===== config.mk =====
export PLATFORM = sky130hd
export DESIGN_NAME = rom_arbiter
export DESIGN_NICKNAME = d
export VERILOG_FILES = /design/src/rtl/rom_arbiter_pkg.sv /design/src/rtl/rom_arb_rr.sv /design/src/rtl/rom_arbiter.sv
export SDC_FILE = /design/constraint.sdc
export NUM_CORES = 1
export LEC_CHECK = 0
export CORE_MARGIN = 2
export CORE_UTILIZATION = 39
export CTS_CLUSTER_DIAMETER = 30
export DETAILED_ROUTE_END_ITERATION = 8
export MAX_ROUTING_LAYER = met4
export PLACE_DENSITY = 0.9
export SLEW_MARGIN = 20
export SYNTH_ARGS = -nofsm -noshare
export SYNTH_HDL_FRONTEND = slang
export SYNTH_SLANG_ARGS = --single-unit
export TNS_END_PERCENT = 10

===== constraint.sdc =====
create_clock -name clk -period 2.2 [get_ports clk]
set_clock_uncertainty 0.1 [all_clocks]
set_input_delay 0.44 -clock clk [delete_from_list [all_inputs] [get_ports clk]]
set_output_delay 0.44 -clock clk [all_outputs]
set_load 0.1 [all_outputs]

===== src/rtl/rom_arbiter_pkg.sv =====
// Shared constants and types for the instruction ROM arbiter.
package rom_arbiter_pkg;

   localparam logic        ChipEnable     = 1'b1;
   localparam logic        ChipDisable    = 1'b0;
   localparam logic [31:0] ZeroInst       = 32'h0000_0000;
   localparam int unsigned InstMemNum     = 4096;
   localparam int unsigned InstMemNumLog2 = 12;

   // Encoding of the most recently granted master.
   typedef enum logic {
      RomArbM0 = 1'b0,
      RomArbM1 = 1'b1
   } rom_arb_master_e;

endpackage


===== src/rtl/rom_arb_rr.sv =====
// Two-way round-robin grant with an m1 burst lock bounded by MAX_LOCK.
module rom_arb_rr
   import rom_arbiter_pkg::*;
#(
   parameter int unsigned MAX_LOCK = 8
) (
   input  logic clk,
   input  logic rst,
   input  logic m0_req_i,
   input  logic m1_req_i,
   input  logic m1_lock_i,
   output logic m0_gnt_o,
   output logic m1_gnt_o
);

   localparam int unsigned LockW = $clog2(MAX_LOCK) + 1;
   localparam logic [LockW-1:0] CapCnt = LockW'(MAX_LOCK - 1);

   rom_arb_master_e  last_gnt_q, last_gnt_d;
   logic [LockW-1:0] lock_cnt_q, lock_cnt_d;
   logic             req0, req1, lock_ovr;

   always_comb begin
      m0_gnt_o   = 1'b0;
      m1_gnt_o   = 1'b0;
      last_gnt_d = last_gnt_q;
      lock_cnt_d = lock_cnt_q;
      // No grants while reset is held, so nothing is accepted that cannot be answered.
      req0       = m0_req_i & ~rst;
      req1       = m1_req_i & ~rst;
      lock_ovr   = m1_lock_i && (last_gnt_q == RomArbM1) && (lock_cnt_q < CapCnt);

      if (req0 && req1) begin
         if (lock_ovr || (last_gnt_q == RomArbM0)) begin
            m1_gnt_o = 1'b1;
         end else begin
            m0_gnt_o = 1'b1;
         end
      end else if (req0) begin
         m0_gnt_o = 1'b1;
      end else if (req1) begin
         m1_gnt_o = 1'b1;
      end

      if (m0_gnt_o) begin
         last_gnt_d = RomArbM0;
      end else if (m1_gnt_o) begin
         last_gnt_d = RomArbM1;
      end

      if (m0_gnt_o || !m1_lock_i) begin
         lock_cnt_d = '0;
      end else if (m1_gnt_o && (lock_cnt_q < CapCnt)) begin
         lock_cnt_d = lock_cnt_q + 1'b1;
      end
   end

   always_ff @(posedge clk) begin
      if (rst) begin
         last_gnt_q <= RomArbM1;
         lock_cnt_q <= '0;
      end else begin
         last_gnt_q <= last_gnt_d;
         lock_cnt_q <= lock_cnt_d;
      end
   end

endmodule


===== src/rtl/rom_arbiter.sv =====
// Shares the combinational instruction ROM port between fetch (m0) and load/debug (m1).
module rom_arbiter
   import rom_arbiter_pkg::*;
#(
   parameter int unsigned ADDR_W    = 32,
   parameter int unsigned DATA_W    = 32,
   parameter int unsigned MEM_DEPTH = InstMemNum,
   parameter int unsigned MAX_LOCK  = 8
) (
   input  logic              clk,
   input  logic              rst,
   input  logic              m0_req_i,
   input  logic [ADDR_W-1:0] m0_addr_i,
   output logic              m0_gnt_o,
   output logic              m0_rvalid_o,
   output logic [DATA_W-1:0] m0_rdata_o,
   input  logic              m1_req_i,
   input  logic              m1_lock_i,
   input  logic [ADDR_W-1:0] m1_addr_i,
   output logic              m1_gnt_o,
   output logic              m1_rvalid_o,
   output logic [DATA_W-1:0] m1_rdata_o,
   output logic              m1_err_o,
   output logic              hold_flag_o,
   output logic              rom_ce_o,
   output logic [ADDR_W-1:0] rom_addr_o,
   input  logic [DATA_W-1:0] rom_inst_i
);

   localparam logic [ADDR_W-3:0] DepthW = (ADDR_W - 2)'(MEM_DEPTH);

   logic              m1_legal;
   logic              m0_rvalid_q, m1_rvalid_q, m1_err_q;
   logic [DATA_W-1:0] m0_rdata_q, m0_rdata_d;
   logic [DATA_W-1:0] m1_rdata_q, m1_rdata_d;

   rom_arb_rr #(
      .MAX_LOCK (MAX_LOCK)
   ) u_rr (
      .clk       (clk),
      .rst       (rst),
      .m0_req_i  (m0_req_i),
      .m1_req_i  (m1_req_i),
      .m1_lock_i (m1_lock_i),
      .m0_gnt_o  (m0_gnt_o),
      .m1_gnt_o  (m1_gnt_o)
   );

   assign m1_legal    = (m1_addr_i[1:0] == 2'b00) && (m1_addr_i[ADDR_W-1:2] < DepthW);
   assign hold_flag_o = m0_req_i & ~m0_gnt_o;

   // Fetch is never range-checked; the ROM truncates the index itself.
   always_comb begin
      rom_ce_o   = ChipDisable;
      rom_addr_o = '0;
      m0_rdata_d = m0_rdata_q;
      m1_rdata_d = m1_rdata_q;
      if (m0_gnt_o) begin
         rom_ce_o   = ChipEnable;
         rom_addr_o = m0_addr_i;
         m0_rdata_d = rom_inst_i;
      end else if (m1_gnt_o) begin
         if (m1_legal) begin
            rom_ce_o   = ChipEnable;
            rom_addr_o = m1_addr_i;
            m1_rdata_d = rom_inst_i;
         end else begin
            m1_rdata_d = DATA_W'(ZeroInst);
         end
      end
   end

   always_ff @(posedge clk) begin
      if (rst) begin
         m0_rvalid_q <= 1'b0;
         m1_rvalid_q <= 1'b0;
         m1_err_q    <= 1'b0;
         m0_rdata_q  <= '0;
         m1_rdata_q  <= '0;
      end else begin
         m0_rvalid_q <= m0_gnt_o;
         m1_rvalid_q <= m1_gnt_o;
         m1_err_q    <= m1_gnt_o & ~m1_legal;
         m0_rdata_q  <= m0_rdata_d;
         m1_rdata_q  <= m1_rdata_d;
      end
   end

   // Asserting rst drops any pending response immediately.
   assign m0_rvalid_o = m0_rvalid_q & ~rst;
   assign m1_rvalid_o = m1_rvalid_q & ~rst;
   assign m1_err_o    = m1_err_q & ~rst;
   assign m0_rdata_o  = rst ? '0 : m0_rdata_q;
   assign m1_rdata_o  = rst ? '0 : m1_rdata_q;

endmodule


==> impl_metrics.xml <==
<?xml version="1.0" encoding="UTF-8"?>
<metrics>
  <group name="status">
    <metric name="outcome" unit="">finished with violations</metric>
    <metric name="failed_checks" unit="">negative setup slack</metric>
  </group>
  <group name="job">
    <metric name="max_cap_viols" unit="">0</metric>
  </group>
  <group name="timing">
    <metric name="finalSetupViolCount" unit="">36</metric>
    <metric name="final.min_clock_period" unit="ns">2.63</metric>
    <metric name="totalNegativeSetupSlack" unit="ns">-13.94</metric>
    <metric name="slew_at_the_pin_closest_to_its_max_slew_limit" unit="ns">0.523</metric>
    <metric name="hold_viol_final" unit="">0</metric>
    <metric name="max_freq" unit="MHz">380</metric>
    <metric name="rsz0062_at_grt" unit="">yes</metric>
    <metric name="post-route-period-util" unit="%">120</metric>
    <metric name="hold_slack" unit="ns">0.476</metric>
    <metric name="timing.final.ws_setup" unit="ns">-0.431</metric>
    <metric name="report.final.slew_viol_count" unit="">0</metric>
    <metric name="max-slew-margin-rel" unit="%">65.2</metric>
  </group>
  <group name="power">
    <metric name="cellPowerDensity" unit="nW/um^2">507</metric>
    <metric name="cellLeakagePower" unit="nW">2.79</metric>
    <metric name="ir_worst_vdd" unit="mV">0.495</metric>
  </group>
  <group name="global_route">
    <metric name="grt_pass1_vias" unit="">3973</metric>
    <metric name="grt_util_all_layers" unit="%">28.0</metric>
    <metric name="antenna_found_initial" unit="">1</metric>
    <metric name="grt-ovfl-total" unit="">0</metric>
    <metric name="grt_pass1_wl" unit="mm">21.1</metric>
    <metric name="grt_max_degree" unit="">63</metric>
  </group>
  <group name="floorplan">
    <metric name="coreArea" unit="um^2">8810</metric>
    <metric name="die-area" unit="um^2">9930</metric>
    <metric name="die_width" unit="um">99.7</metric>
    <metric name="start_util" unit="%">40.5</metric>
    <metric name="std_cell_rows" unit="">34</metric>
    <metric name="floorplan.io_pins" unit="">204</metric>
    <metric name="die_y" unit="um">99.7</metric>
  </group>
  <group name="critical_path">
    <metric name="cp_data_required_time" unit="ns">1.66</metric>
    <metric name="cpPeakStageDelay" unit="ns">0.32</metric>
    <metric name="crit_chain" unit="">dlygate4sd2_1, nor4_2, nand4_1, nor4_4, buf_4, a22o_1, buf_12</metric>
    <metric name="reg2reg_from" unit="">u_rr.lock_cnt_q[0]</metric>
    <metric name="critPathSlowestCell" unit="">sky130_fd_sc_hd__nor4_4</metric>
    <metric name="worst_path_max_fanout" unit="">4</metric>
    <metric name="worst_ep_arrival_time" unit="ns">2.09</metric>
    <metric name="critical_path_class" unit="">input pin to primary output</metric>
    <metric name="critical_path_sink_type" unit="">primary output</metric>
    <metric name="setup.worst_path.start_class" unit="">input pin</metric>
    <metric name="timing.critical_path.from" unit="">m1_addr_i[24]</metric>
  </group>
  <group name="synthesis">
    <metric name="synthesis.nets" unit="">476</metric>
    <metric name="synth_area_leaders" unit="">sky130_fd_sc_hd__dfxtp_1, sky130_fd_sc_hd__nor2b_1, sky130_fd_sc_hd__mux2_2</metric>
    <metric name="syn_inst" unit="">374</metric>
    <metric name="most_used_flip_flop_cell_after_synthesis" unit="">sky130_fd_sc_hd__dfxtp_1</metric>
    <metric name="synth_edf_count" unit="">0</metric>
    <metric name="synth_sequential_area_ratio" unit="%">40.4</metric>
    <metric name="synth_top_area_cell" unit="">sky130_fd_sc_hd__dfxtp_1</metric>
    <metric name="synth_seq_cells" unit="">72</metric>
    <metric name="syn-mean-instance-area" unit="um^2">9.54</metric>
    <metric name="synth_async_sr_flop_share" unit="%">0</metric>
    <metric name="synth.distinct_cells" unit="">43</metric>
    <metric name="synth_top_area_share" unit="%">40.4</metric>
    <metric name="yosysWarningCount" unit="">0</metric>
    <metric name="cell_area_after_technology_mapping" unit="um^2">3570</metric>
  </group>
  <group name="clocking">
    <metric name="cts_inserted_buffers" unit="">9</metric>
    <metric name="cts_max_path_buffers" unit="">2</metric>
    <metric name="cts.sinks" unit="">72</metric>
    <metric name="root_buffer_cell" unit="">sky130_fd_sc_hd__clkbuf_8</metric>
    <metric name="cts.reportedPaths.clkPinSlew" unit="ns">0.07</metric>
    <metric name="cts.htree.levels" unit="">3</metric>
    <metric name="cts_tree" unit="">built</metric>
    <metric name="clock_latency" unit="ns">0.34</metric>
    <metric name="post_cts_hold_buffer_count" unit="">0</metric>
  </group>
  <group name="min_path">
    <metric name="min-delay-start" unit="">u_rr.lock_cnt_q[1]</metric>
    <metric name="hold_path_class" unit="">flop to flop</metric>
  </group>
  <group name="route">
    <metric name="detail_route.first_pass.iterations" unit="">4</metric>
    <metric name="totalWireLength" unit="mm">15.3</metric>
    <metric name="via_count" unit="">3898</metric>
    <metric name="drcViolationCount" unit="">0</metric>
    <metric name="route.detailed.vias_per_inst" unit="">5.60</metric>
    <metric name="iter_0_drt_violations" unit="">250</metric>
    <metric name="detail_route.wl_per_cell" unit="um">21.9</metric>
    <metric name="drt.antenna.violating_nets" unit="">0</metric>
  </group>
  <group name="placement">
    <metric name="gp_congestion" unit="">0.995</metric>
    <metric name="count_of_input_and_output_buffers" unit="">203</metric>
    <metric name="dp_hpwl" unit="mm">10.2</metric>
  </group>
  <group name="cells_and_area">
    <metric name="area.growth.synth_to_final" unit="%">101</metric>
    <metric name="nNetsFinal" unit="">685</metric>
    <metric name="drive_gt1_share" unit="%">40.2</metric>
    <metric name="number_of_fillers_in_the_final_layout" unit="">448</metric>
  </group>
</metrics>
-- what timing repair did --
action / CTS / global route
setup endpoints to repair: 36 / 36
setup buffers: 2 / 4
gates cloned: 0 / 1
pin swaps: 9 / 29
gates resized for setup: 36 / 27
-- cell usage after synthesis (2+ instances only) --
cell	n
sky130_fd_sc_hd__clkbuf_1	19
sky130_fd_sc_hd__clkbuf_8	3
sky130_fd_sc_hd__buf_4	2
sky130_fd_sc_hd__dfxtp_1	72
sky130_fd_sc_hd__nor2_1	3
sky130_fd_sc_hd__buf_1	2
sky130_fd_sc_hd__nand2b_1	2
sky130_fd_sc_hd__nand4b_1	32
sky130_fd_sc_hd__o21ai_1	29
sky130_fd_sc_hd__a22o_2	10
sky130_fd_sc_hd__a21oi_2	2
sky130_fd_sc_hd__o21ai_0	34
sky130_fd_sc_hd__nor4_1	4
sky130_fd_sc_hd__nor2b_1	69
sky130_fd_sc_hd__buf_2	5
sky130_fd_sc_hd__and2_1	21
sky130_fd_sc_hd__nor3_1	4
sky130_fd_sc_hd__mux2_2	32
sky130_fd_sc_hd__buf_6	4
sky130_fd_sc_hd__a22o_1	2
-- metrics by stage --
stage	util, %	total power [W]	setup slack (ns)	cell area [um^2]	instances
floorplan	-	0.00201	-0.508	3640	374
global placement	77.4	0.00248	-0.524	6820	673
detailed placement	77.4	0.00251	-0.579	6820	673
CTS	80.2	0.00361	-0.399	7060	690
global route	81.6	0.00375	-0.494	7180	696
finish	81.6	0.00364	-0.431	7180	696
-- critical path, delay by kind of cell --
| family | cells | cell delay (ns) |
|---|---|---|
| simple gates | 3 | 0.82 |
| buf+inv | 3 | 0.63 |
| compound gates | 1 | 0.19 |
-- routing by layer --
metal	share of wire [%]	vias to the layer above	routed length [um]	track usage, %
met5	0	-	0	-
met4	6.1	0	927	11.9
met3	7.4	73	1120	7.66
met2	53	245	8150	51.8
met1	33	1836	5080	27.4
li1	-	1744	-	-
-- cells by family after synthesis --
kind of cell	share of synthesized area, %
adder cells (fa/ha/maj)	0.350
AO/OA/AOI/OAI	15.0
XOR/XNOR	0.245
AND/OR/NAND/NOR	27.7
flip-flops	40.4
multiplexers	10.4
buffers and inverters	5.99
-- placed cells by master (no fill, tap or decap), types with 3 or more instances in the layout --
master | Yosys | final
sky130_fd_sc_hd__clkbuf_8 | 3 | 9
sky130_fd_sc_hd__nand4b_1 | 32 | 32
sky130_fd_sc_hd__and2_4 | 0 | 20
sky130_fd_sc_hd__o21ai_0 | 34 | 34
sky130_fd_sc_hd__buf_12 | 0 | 106
sky130_fd_sc_hd__mux2_2 | 32 | 32
sky130_fd_sc_hd__dlygate4sd2_1 | 0 | 11
sky130_fd_sc_hd__a22o_2 | 10 | 9
sky130_fd_sc_hd__nor4_2 | 0 | 4
sky130_fd_sc_hd__nor2b_1 | 69 | 67
sky130_fd_sc_hd__dfxtp_1 | 72 | 70
sky130_fd_sc_hd__buf_6 | 4 | 4
sky130_fd_sc_hd__clkbuf_2 | 1 | 3
sky130_fd_sc_hd__clkdlybuf4s15_1 | 0 | 7
sky130_fd_sc_hd__nor3_1 | 4 | 4
sky130_fd_sc_hd__buf_4 | 2 | 23
sky130_fd_sc_hd__clkdlybuf4s50_1 | 0 | 77
sky130_fd_sc_hd__o21ai_1 | 29 | 29
-- registers in the layout (all words and copies together), names as in the netlist --
name / cells
m0_rdata_q: 32
m1_rdata_q: 32
u_rr.lock_cnt_q: 4
m0_rvalid_q: 1
m1_err_q: 1
m1_rvalid_q: 1
u_rr.last_gnt_q: 1
-- power breakdown --
group | switching [W] | internal (W) | leakage, nW | total (W)
registers | 0.0000140 | 0.00135 | 0.588 | 0.00136
clock network | 0.000490 | 0.000628 | 0.101 | 0.00112
logic | 0.000666 | 0.000495 | 2.10 | 0.00116
total | 0.00117 | 0.00247 | 2.79 | 0.00364
-- worst paths after layout --
kind,endpoint,slack [ns],cells after the start
worst min-delay path,u_rr.lock_cnt_q[1],0.48,2
worst min register to register,u_rr.lock_cnt_q[1],0.48,2
worst max register to register,m0_rdata_q[0],0,8
worst max-delay path,rom_addr_o[2],-0.43,7
-- cell type report --
cell class | instances | area, um^2 | area share, %
Tap cell | 108 | 135 | 1.88
Antenna cell | 1 | 2.50 | 0.0348
Clock inverter | 6 | 85.1 | 1.18
Timing Repair Buffer | 234 | 3330 | 46.4
Multi-Input combinational cell | 265 | 2060 | 28.6
Inverter | 1 | 3.75 | 0.0522
Clock buffer | 9 | 124 | 1.72
Sequential cell | 72 | 1440 | 20.1
Power figures use the tool's default switching activity.
